==> src/rtl/rom_sequencer_if.sv <==
// Bus bundle between the ROM sequencer, the ROM data/address pins and the downstream consumer.
// Latency: none (wiring only).
// Backpressure: ready from the consumer stalls the word held under valid.
//
// Signals:
//   start    : begin a sweep (honoured only while the sequencer is idle)
//   addr     : ROM address driven by the sequencer
//   d_rom    : ROM read data returned to the sequencer
//   d_out    : word presented downstream, qualified by valid
//   valid    : d_out holds a word
//   ready    : consumer accepts the word
//   busy     : sequencer is not idle
//   done     : one-cycle pulse after the last word is accepted
//   checksum : running sum of accepted words, mod 2^DATA_W
interface rom_sequencer_if #(
  parameter int ADDR_W = 3,
  parameter int DATA_W = 8
);
  logic              start;
  logic [ADDR_W-1:0] addr;
  logic [DATA_W-1:0] d_rom;
  logic [DATA_W-1:0] d_out;
  logic              valid;
  logic              ready;
  logic              busy;
  logic              done;
  logic [DATA_W-1:0] checksum;

  // Sequencer side.
  modport master (
    input  start, d_rom, ready,
    output addr, d_out, valid, busy, done, checksum
  );

  // Environment side: ROM and consumer.
  modport slave (
    output start, d_rom, ready,
    input  addr, d_out, valid, busy, done, checksum
  );
endinterface

==> src/rtl/rom_sequencer.sv <==
// Streams every ROM word (addresses 0..2^ADDR_W-1) downstream in order, then reports a modular checksum.
// Latency: 2+ROM_LAT cycles per word (issue, ROM_LAT wait cycles, one output cycle); done one cycle after the last handshake.
// Backpressure: the word is held under valid while ready=0; each stalled cycle adds exactly one cycle.
//
// Ports:
//   i_clk : clock, rising edge
//   i_rst : synchronous active-high reset, dominates every other input
//   bus   : rom_sequencer_if.master (start, addr, d_rom, d_out, valid, ready, busy, done, checksum)
// All outputs are registered; no input reaches an output combinationally.
module rom_sequencer #(
  parameter int ADDR_W  = 3,
  parameter int DATA_W  = 8,
  parameter int ROM_LAT = 1   // ROM read latency, 1..4
) (
  input  logic            i_clk,
  input  logic            i_rst,
  rom_sequencer_if.master bus
);

  typedef enum logic [2:0] {
    S_IDLE  = 3'd0,
    S_ISSUE = 3'd1,
    S_WAIT  = 3'd2,
    S_OUT   = 3'd3,
    S_DONE  = 3'd4
  } state_t;

  state_t            r_state;
  state_t            w_state_nxt;

  logic [ADDR_W-1:0] r_idx;     // doubles as the registered ROM address
  logic [2:0]        r_wcnt;
  logic [DATA_W-1:0] r_dout;
  logic [DATA_W-1:0] r_sum;
  logic              r_valid;
  logic              r_busy;
  logic              r_done;

  logic              w_last_idx;

  assign w_last_idx = (r_idx == {ADDR_W{1'b1}});

  // Next-state decode.
  always_comb begin
    w_state_nxt = r_state;
    case (r_state)
      S_IDLE:  if (bus.start) w_state_nxt = S_ISSUE;
      S_ISSUE: w_state_nxt = S_WAIT;
      S_WAIT:  if (r_wcnt == 3'd1) w_state_nxt = S_OUT;
      S_OUT: begin
        if (bus.ready) w_state_nxt = w_last_idx ? S_DONE : S_ISSUE;
      end
      S_DONE:  w_state_nxt = S_IDLE;
      default: w_state_nxt = S_IDLE;
    endcase
  end

  // State register plus datapath. Status outputs are registered from the
  // next state so they line up with the state they describe.
  always_ff @(posedge i_clk) begin
    if (i_rst) begin
      r_state <= S_IDLE;
      r_idx   <= '0;
      r_wcnt  <= '0;
      r_dout  <= '0;
      r_sum   <= '0;
      r_valid <= 1'b0;
      r_busy  <= 1'b0;
      r_done  <= 1'b0;
    end else begin
      r_state <= w_state_nxt;
      r_valid <= (w_state_nxt == S_OUT);
      r_busy  <= (w_state_nxt != S_IDLE);
      r_done  <= (w_state_nxt == S_DONE);

      case (r_state)
        S_IDLE: begin
          if (bus.start) begin
            r_idx <= '0;
            r_sum <= '0;
          end
        end
        S_ISSUE: begin
          // The ROM samples addr at the edge that leaves ISSUE; count its latency from there.
          r_wcnt <= 3'(ROM_LAT);
        end
        S_WAIT: begin
          r_wcnt <= r_wcnt - 3'd1;
          if (r_wcnt == 3'd1) r_dout <= bus.d_rom;
        end
        S_OUT: begin
          if (bus.ready) begin
            r_sum <= r_sum + r_dout;
            // Final index is held so addr stays at the last address through DONE and IDLE.
            if (!w_last_idx) r_idx <= r_idx + ADDR_W'(1);
          end
        end
        default: ;
      endcase
    end
  end

  assign bus.addr     = r_idx;
  assign bus.d_out    = r_dout;
  assign bus.valid    = r_valid;
  assign bus.busy     = r_busy;
  assign bus.done     = r_done;
  assign bus.checksum = r_sum;

endmodule

==> src/flat_wrapper.sv <==
// flat-port wrapper written by rule: the top's interface ports become plain ports
module rom_sequencer_flat 
#(
  parameter int ADDR_W  = 3,
  parameter int DATA_W  = 8,
  parameter int ROM_LAT = 1                            
)
  (i_clk, i_rst, bus_start, bus_d_rom, bus_ready, bus_addr, bus_d_out, bus_valid, bus_busy, bus_done, bus_checksum);
  rom_sequencer_if #(.ADDR_W(ADDR_W), .DATA_W(DATA_W)) bus_i ();
  input  logic i_clk;
  input  logic i_rst;
  input wire logic [$bits(bus_i.start)-1:0] bus_start;
  input wire logic [$bits(bus_i.d_rom)-1:0] bus_d_rom;
  input wire logic [$bits(bus_i.ready)-1:0] bus_ready;
  output wire logic [$bits(bus_i.addr)-1:0] bus_addr;
  output wire logic [$bits(bus_i.d_out)-1:0] bus_d_out;
  output wire logic [$bits(bus_i.valid)-1:0] bus_valid;
  output wire logic [$bits(bus_i.busy)-1:0] bus_busy;
  output wire logic [$bits(bus_i.done)-1:0] bus_done;
  output wire logic [$bits(bus_i.checksum)-1:0] bus_checksum;
  assign bus_i.start = bus_start;
  assign bus_i.d_rom = bus_d_rom;
  assign bus_i.ready = bus_ready;
  assign bus_addr = bus_i.addr;
  assign bus_d_out = bus_i.d_out;
  assign bus_valid = bus_i.valid;
  assign bus_busy = bus_i.busy;
  assign bus_done = bus_i.done;
  assign bus_checksum = bus_i.checksum;
  rom_sequencer #(.ADDR_W(ADDR_W), .DATA_W(DATA_W), .ROM_LAT(ROM_LAT)) u_core (.i_clk(i_clk), .i_rst(i_rst), .bus(bus_i));
endmodule
==> config.mk <==
export PLATFORM = sky130hd
export DESIGN_NAME = rom_sequencer_flat
export DESIGN_NICKNAME = d
export VERILOG_FILES = /design/src/rtl/rom_sequencer_if.sv /design/src/rtl/rom_sequencer.sv /design/src/flat_wrapper.sv
export SDC_FILE = /design/constraint.sdc
export NUM_CORES = 1
export LEC_CHECK = 0
export ABC_AREA = 1
export ABC_CLOCK_PERIOD_IN_PS = 2200
export BUFFER_PORTS_ARGS = -buffer_cell sky130_fd_sc_hd__buf_2
export CAP_MARGIN = 20
export CORE_AREA = 2 2 52 78
export CTS_CLUSTER_SIZE = 10
export DETAILED_ROUTE_END_ITERATION = 10
export DIE_AREA = 0 0 54 80
export PLACE_DENSITY_LB_ADDON = 0.3
export SETUP_SLACK_MARGIN = 0.15
export SLEW_MARGIN = 20
export SYNTH_ARGS = -nofsm -noshare
export SYNTH_HDL_FRONTEND = slang
export SYNTH_SLANG_ARGS = --single-unit
==> constraint.sdc <==
create_clock -name i_clk -period 2.2 [get_ports i_clk]
set_input_delay 0 -clock i_clk [delete_from_list [all_inputs] [get_ports i_clk]]
set_output_delay 0 -clock i_clk [all_outputs]
set_load 0.02 [all_outputs]
* Yosys cells after proc, flatten, opt, wreduce, memory -nomap -nowiden
Cells that the tools add are included.
W data, S select, Z words.
** Operators by class
- Add/subtract/negate cells :: 3
- Equality and inequality tests :: 10
- Reductions and logical operators :: 7
- Muxes and demuxes :: 13
** Operator list (number)
- $mux W3 :: 7
- $mux W8 :: 2
- $pmux W8 S2 :: 1
- $pmux W3 S2 :: 2
- $pmux W3 S4 :: 1
- $eq A3 B2 Y1 const B :: 3
- $add A8 B8 Y8 :: 1
- $eq A3 B1 Y1 const B :: 2
- $eq A3 B3 Y1 const B :: 2
- $ne A2 B2 Y1 const B :: 3
- $reduce_and A4 Y1 :: 1
- $reduce_bool A2 Y1 :: 2
- $add A3 B1 Y3 const B :: 1
- $logic_not A3 Y1 :: 1
- $reduce_and A3 Y1 :: 1
- $reduce_bool A3 Y1 :: 1
- $sub A3 B1 Y3 const B :: 1
- $reduce_and A2 Y1 :: 1
** Storage, ports and cells
- Flip-flop bits (word level) :: 28
- Logic and storage cells :: 41
- Output and inout bits :: 22

* Logic depth before layout (Yosys ltp)
Gate-level depths: netlist of the first run.
- Depth in word-level cells :: 5
- Gate-level depth with buffers :: 9
- Mapped depth without buffers :: 9

* Worst setup path after synthesis of the first run
Ideal clock, no wire load.
- Path kind :: register to register
- From :: register u_core.r_sum[0] (netlist: u_core.bus.checksum[0])
- To :: register u_core.r_sum[4] (netlist: u_core.bus.checksum[4])
- Stages on the path, launching flop included :: 8
- Setup slack :: 0.565 ns
- Arrival time :: 1.514 ns
- Data required time :: 2.080 ns
- Library setup time :: 0.120 ns
- Path buffers :: 0
- Cell sequence :: dfxtp_1 > ha_1 > fa_1 > nand3_1 > nand2_1 > or2_2 > nand3_1 > a21oi_1
** Between the ends
- Cells in the longest elaborated chain, start to end :: 3
** RTL lines
- start: declaration :: RTL line rom_sequencer.sv:34 : logic [DATA_W-1:0] r_sum;
- start signal: assignment :: RTL line rom_sequencer.sv:93 : r_sum <= r_sum + r_dout;
- $add A8 B8 Y8 :: RTL line rom_sequencer.sv:93
- $mux W8 :: RTL line rom_sequencer.sv:92 : if (bus.ready) begin
- $pmux W8 S2 :: RTL line rom_sequencer.sv:76 : case (r_state)
Every way passes these cells. The select of a mux whose other input is x is not followed.
A chain may end at the register's enable or synchronous reset.

* Worst setup path after layout of the first run
Same ends and word-level chain as after synthesis.

==> results.ini, run 1 <==
[worst_setup_path]
cp_max_fo=3
endpoint=u_core.bus.checksum[4]
cp_cell_sequence=ha_1 > fa_1 > nand3_1 > nand2_1 > or2_2 > nand3_1 > a21oi_1
critPathLaunch=u_core.bus.checksum[0]
critical_path_arrival_ps=1830
crit_slowest_cell=fa_1
crit_top_cell=nand3_1
r2r_setup_slack_ps=520
end_kind=flip-flop
critPathRequiredTime_ps=2360
worstSetupPathDepth=7
rr_worst_depth=7
cp_top_family=adder cells
cpPeakStageDelay_ps=420
regToRegEndpoint=u_core.bus.checksum[4]
path_class=flip-flop to flip-flop
startpoint_type=flip-flop
r2r_start=u_core.bus.checksum[0]
crit_buf_inv=0

[place]
routabilityCongestion=0.7718
numPortBuffers=33
dp_hpwl_um=2264

[sta]
period_needed_ps=1675
skew_ps=5.402
setup_tns_ps=0
finalCritPeriodShare_pct=76.16
hold_violations=0
max_freq_ghz=0.5969
finalSetupViolations=0
rsz0062_at_grt=false
tightest_slew_ps=379.4
slew-limit-headroom_pct=74.68
maxSlewViolCount=0

[global_routing]
met3_usage_pct=2.247
gr-total-overflow=0
grt_pass1_vias=1165
use_met2_pct=30.37
grt_pass1_wl_um=4912
gr-max-usage-layer=met2
antenna_found_initial=0
grt_max_degree=17
grtUsageMet1_pct=15.95
grt_usage_pct=15.42

[route]
vias=1289
drt_iter0_markers=24
firstDrtPassIters=4
routed_wl_um=3091
routed_via_density=4.670
route.detailed.drc=0
wire_per_inst_um=11.20
ant_nets=0

[pwr]
ir_worst_vdd_mv=0.5055
p_leak_uw=0.0009270
finalPower_uw=1108
power.density_nw_per_um2=629.3

[clocking]
clockRootBuffer=clkbuf_8
cts_tree=done
clock-sinks=28
clock_latency_ps=280
cts_made_buffers=3
postCtsSetupBuffers=0
clockBufferDepth=2
clkTransAtPathRegs_ps=100
cts.htree.levels=1

[layout]
antenna_cells=0
fillCellCount=375
syn2layout_area_growth_pct=24.40
nets=258
final_core_util_pct=48.25
drive_gt1_share_pct=22.32

[synthesis]
synth-warning-count=0
seq_area_frac_synth_pct=39.61
synth_cells=192
syn_area_sq_um=1415
synth_nets=216
ys_types=22
syn_area_per_cell_sq_um=7.370
ys_ff_latch=28

[hold_path]
hold_path_class=primary input to flip-flop
whs_path_depth=2

[floorplanning]
num_io_pins=34
initial_utilization_pct=38.79
fp.dieW_um=54
core_sq_um=3649
die-area_sq_um=4320
die_h_um=80
rows=27

[outcome]
status=finished, final reports clean

[flow_run]
cap_violations=0

==> state kept, by name (all words and copies together) (netlist names) <==
signal / count
u_core.bus.valid: 1
u_core.r_wcnt: 3
u_core.bus.done: 1
u_core.bus.checksum: 8
u_core.r_state: 3
u_core.bus.addr: 3
u_core.bus.d_out: 8
u_core.bus.busy: 1
==> worst min-delay path by stage <==
stage                      start                   to  slack [ps]
finish                     i_rst      u_core.bus.done         100
global route               i_rst   u_core.bus.addr[1]         110
CTS                        i_rst      u_core.bus.done         100
detailed placement  bus_d_rom[2]  u_core.bus.d_out[2]         260
global placement    bus_d_rom[2]  u_core.bus.d_out[2]         250
floorplan           bus_d_rom[0]  u_core.bus.d_out[0]         160
==> metrics by stage <==
step | worst slack, ps | instance area, sq um | hold slack [ps] | cells
floorplan | 565.2 | 1415 | 162.6 | 192
global placement | 599.2 | 1609 | 250.2 | 264
detailed placement | 580.4 | 1609 | 257.1 | 264
CTS | 523.8 | 1760 | 98.87 | 276
global route | 413.3 | 1760 | 112.8 | 276
finish | 524.6 | 1760 | 101.9 | 276
==> placed cells by master, fill, tap and decap left out, types with 2 or more instances in the layout <==
| cell | Yosys | final |
|---|---|---|
| ha_1 | 11 | 11 |
| nor2_4 | 2 | 2 |
| nor2_1 | 24 | 24 |
| buf_2 | 2 | 33 |
| inv_2 | 3 | 3 |
| o21ai_2 | 2 | 2 |
| a21oi_2 | 2 | 2 |
| clkbuf_8 | 0 | 3 |
| dlygate4sd3_1 | 0 | 8 |
| o21ai_0 | 9 | 9 |
| nand2_1 | 45 | 45 |
| or2_2 | 3 | 3 |
| dfxtp_1 | 28 | 28 |
| xor2_1 | 2 | 2 |
| nand3_1 | 13 | 13 |
| inv_1 | 22 | 22 |
| a21oi_1 | 17 | 17 |
==> per-layer routing <==
metal	wire length [um]	vias up	part of all wire (%)
met2	1639	18	53
met1	1348	582	44
li1	-	687	-
met4	12	0	0.39
met5	0	-	0
met3	91	2	2.9
==> logic make-up (layout without fill, tap and decap cells) <==
family / count (synthesis) / after routing / share of synthesized area (%)
AND/OR/NAND/NOR: 90 / 90 / 27.41
AO/OA/AOI/OAI: 31 / 31 / 12.20
buffers and inverters: 29 / 70 / 8.399
flip-flops: 28 / 28 / 39.61
adder cells (fa/ha/maj): 12 / 12 / 11.14
XOR/XNOR: 2 / 2 / 1.238
==> power breakdown <==
group	leakage [uW]	switching, uW	internal (uW)
Clock	0.0000357	169	244
Combinational	0.000665	95.1	57.9
Sequential	0.000227	13.5	528
==> synth_stat cells <==
library cell / instances / share of area (%)
a21oi_1: 17 / 6.0
a21oi_2: 2 / 1.2
buf_2: 2 / 0.71
buf_6: 1 / 0.80
clkbuf_1: 1 / 0.26
dfxtp_1: 28 / 40
fa_1: 1 / 1.4
ha_1: 11 / 9.7
inv_1: 22 / 5.8
inv_2: 3 / 0.80
nand2_1: 45 / 12
nand2_2: 1 / 0.44
nand3_1: 13 / 4.6
nand3_2: 1 / 0.71
nor2_1: 24 / 6.4
nor2_2: 1 / 0.44
nor2_4: 2 / 1.6
o211ai_1: 1 / 0.53
o21ai_0: 9 / 3.2
o21ai_2: 2 / 1.2
or2_2: 3 / 1.3
xor2_1: 2 / 1.2
==> cell type report <==
cell class                      count  area [sq um]  share of cell area (%)
Inverter                           25         93.84                   5.330
Sequential cell                    28         560.5                   31.84
Timing Repair Buffer               41         245.2                   13.93
Multi-Input combinational cell    135         735.7                   41.79
Clock inverter                      1         30.03                   1.706
Tap cell                           43         53.80                   3.056
Clock buffer                        3         41.29                   2.345
==> what timing repair did <==
| item | 4_1_cts | 5_1_grt |
|---|---|---|
| endpoints found under the hold margin | 8 | 0 |
| resized for setup | 0 | 0 |
| hold buffers | 8 | 0 |
==> worst register-to-register path, cell delays in order, from the launching register on <==
cell and delay (ps):
dfxtp_1 340, ha_1 230, fa_1 420, nand3_1 90, nand2_1 80, or2_2 280
nand3_1 70, a21oi_1 60
Note: power is estimated with default switching activity, not from simulation.
==> run 2, diff against run 1 <==
--- a/config.mk
+++ b/config.mk
@@ -6,7 +6,7 @@
 export NUM_CORES = 1
 export LEC_CHECK = 0
 export ABC_AREA = 1
-export ABC_CLOCK_PERIOD_IN_PS = 2200
+export ABC_CLOCK_PERIOD_IN_PS = 1600
 export BUFFER_PORTS_ARGS = -buffer_cell sky130_fd_sc_hd__buf_2
 export CAP_MARGIN = 20
 export CORE_AREA = 2 2 52 78
==> constraint.sdc (replaced) <==
create_clock -name i_clk -period 1.6 [get_ports i_clk]
set_input_delay 0 -clock i_clk [delete_from_list [all_inputs] [get_ports i_clk]]
set_output_delay 0 -clock i_clk [all_outputs]
set_load 0.02 [all_outputs]
==> run 2 against run 1 <==
Net effect: combinational power grew 51%; sequential share of layout area decreased by 1.8 points; wire length is 3.8% higher; largest power group unchanged; design area rose by 7.4%; sequential power up 38%; worst setup slack lost 390 ps; critical endpoint unchanged; fmax increased by 14%; largest cell class unchanged.
==> results.ini, run 2 (synthesis results as in run 1) <==
[floorplanning]
core_sq_um=3649
rows=27
num_io_pins=34
die-area_sq_um=4320
fp.dieW_um=54
die_h_um=80
initial_utilization_pct=38.79

[sta]
finalSetupViolations=0
period_needed_ps=1468
setup_tns_ps=0
maxSlewViolCount=0
rsz0062_at_grt=true
tightest_slew_ps=392.5
slew-limit-headroom_pct=73.81
skew_ps=6.778
hold_violations=0
max_freq_ghz=0.6812
finalCritPeriodShare_pct=91.75

[worst_setup_path]
cpPeakStageDelay_ps=370
crit_slowest_cell=fa_2
r2r_setup_slack_ps=130
rr_worst_depth=7
crit_top_cell=nand3_2
critPathRequiredTime_ps=1770
r2r_start=u_core.bus.d_out[0]
path_class=flip-flop to flip-flop
cp_cell_sequence=ha_4 > fa_2 > nand3_2 > nand2_2 > or2_4 > nand3_2 > a21oi_1
end_kind=flip-flop
critical_path_arrival_ps=1630
regToRegEndpoint=u_core.bus.checksum[4]
startpoint_type=flip-flop
cp_max_fo=3

[layout]
stdcell_area_sq_um=1891
syn2layout_area_growth_pct=33.60
nets=260
antenna_cells=0
final_common_cell=nand2_1
fillCellCount=383
layout_common_cells=nand2_1, buf_2, dfxtp_1, inv_1, nor2_1
drive_gt1_share_pct=33.19
final-instance-count-excl-fill=278
multiInputGateArea_sq_um=855.8
seq_area_sq_um=568.0
final_core_util_pct=51.82

[pwr]
combPwrFrac_pct=16.3
clkPwrFrac_pct=31.1
power.density_nw_per_um2=750.0
internal_power_uw=1036
seqPwrFrac_pct=52.6
p_leak_uw=0.0009275
swShare_pct=26.95
switching_power_uw=382.1
ir_worst_vdd_mv=0.3746

[route]
firstDrtPassIters=4
route.detailed.drc=0
routed_wl_um=3209
wire_per_inst_um=11.54
vias=1306
drt_iter0_markers=12
routed_via_density=4.698
ant_nets=0

[global_routing]
gr-total-overflow=0
grt_pass1_wl_um=5181
grt_max_degree=16
grt_pass1_vias=1249
antenna_found_initial=0
grt_usage_pct=16.57

[place]
routabilityCongestion=0.7560
post-place-cells=266
numPortBuffers=33
placement.cell_area_sq_um=1662
dp_hpwl_um=2376

[hold_path]
min-delay-start=i_rst
hold_path_class=primary input to flip-flop
whs_path_depth=3
min_delay_worst_endpoint=u_core.bus.addr[2]

[clocking]
clock-sinks=28
clockRootBuffer=clkbuf_8
clock_latency_ps=280
cts.htree.levels=1
clockBufferDepth=2
clkTransAtPathRegs_ps=100
cts_made_buffers=3
cts_tree=done

[flow_run]
cap_violations=0

[outcome]
status=finished, final reports clean

==> run 2: changes by cell type in the layout (fill, tap and decap cells not counted), moves of 3 or more <==
cell / previous run / this run
nor2_2: 1 / 7
ha_1: 11 / 7
nand2_1: 45 / 41
nand3_1: 13 / 9
nand3_2: 1 / 5
nand2_2: 1 / 4
nor2_1: 24 / 18
ha_4: 0 / 4
==> run 2: worst max-delay path, delay by kind of cell (launching register included) <==
family	cells	cell delay, ps
flip-flops	1	360
AND/OR/NAND/NOR	4	410
adder cells (fa/ha/maj)	2	530
AO/OA/AOI/OAI	1	50
==> run 2: stage by stage <==
step                      worst slack [ps]  power [uW]  hold WS [ps]
after floorplan                      156.3       902.9         161.3
after global routing                 51.84        1489         140.3
after global placement               162.0       958.1         248.5
after detailed placement             140.6       960.4         261.2
after CTS                            149.9        1424         108.3
final                                132.1        1418         115.3
==> run 2: worst max path at each step <==
stage                                start                     end  slack, ps  cells past startpoint
floorplan              u_core.bus.d_out[0]  u_core.bus.checksum[4]        160                      7
global placement       u_core.bus.d_out[0]  u_core.bus.checksum[4]        160                      7
detailed placement     u_core.bus.d_out[0]  u_core.bus.checksum[4]        140                      7
CTS                    u_core.bus.d_out[0]  u_core.bus.checksum[4]        150                      7
global route        u_core.bus.checksum[0]  u_core.bus.checksum[6]         50                      9
finish                 u_core.bus.d_out[0]  u_core.bus.checksum[4]        130                      7
==> run 2: layout make-up <==
class / instances / share of cell area [%]
Timing Repair Buffer: 43 / 13.77
Inverter: 25 / 5.162
Sequential cell: 28 / 30.05
Tap cell: 43 / 2.846
Multi-Input combinational cell: 135 / 45.27
Clock buffer: 4 / 2.912
==> run 2: per-layer routing <==
metal | GRT usage [%] | vias up | part of all wire, %
met4 | 9.250 | 0 | 2.2
met2 | 30.37 | 19 | 53
met1 | 16.98 | 590 | 42
met3 | 2.247 | 5 | 2.4
li1 | - | 692 | -
met5 | 0 | - | 0
==> run 2: power groups by stage <==
stage               logic, uW  registers [uW]  clock network [uW]
CTS                       218             744                 462
floorplan                 128             775                   0
detailed placement        201             759                   0
finish                    231             746                 441
global placement          199             759                   0
global route              261             749                 479
==> run 2: timing repair <==
item,CTS,global route
endpoints found under the hold margin,8,0
setup buffers,0,0
setup endpoints to repair,2,15
pin swaps,1,6
gates resized for setup,1,18
hold buffers,8,0
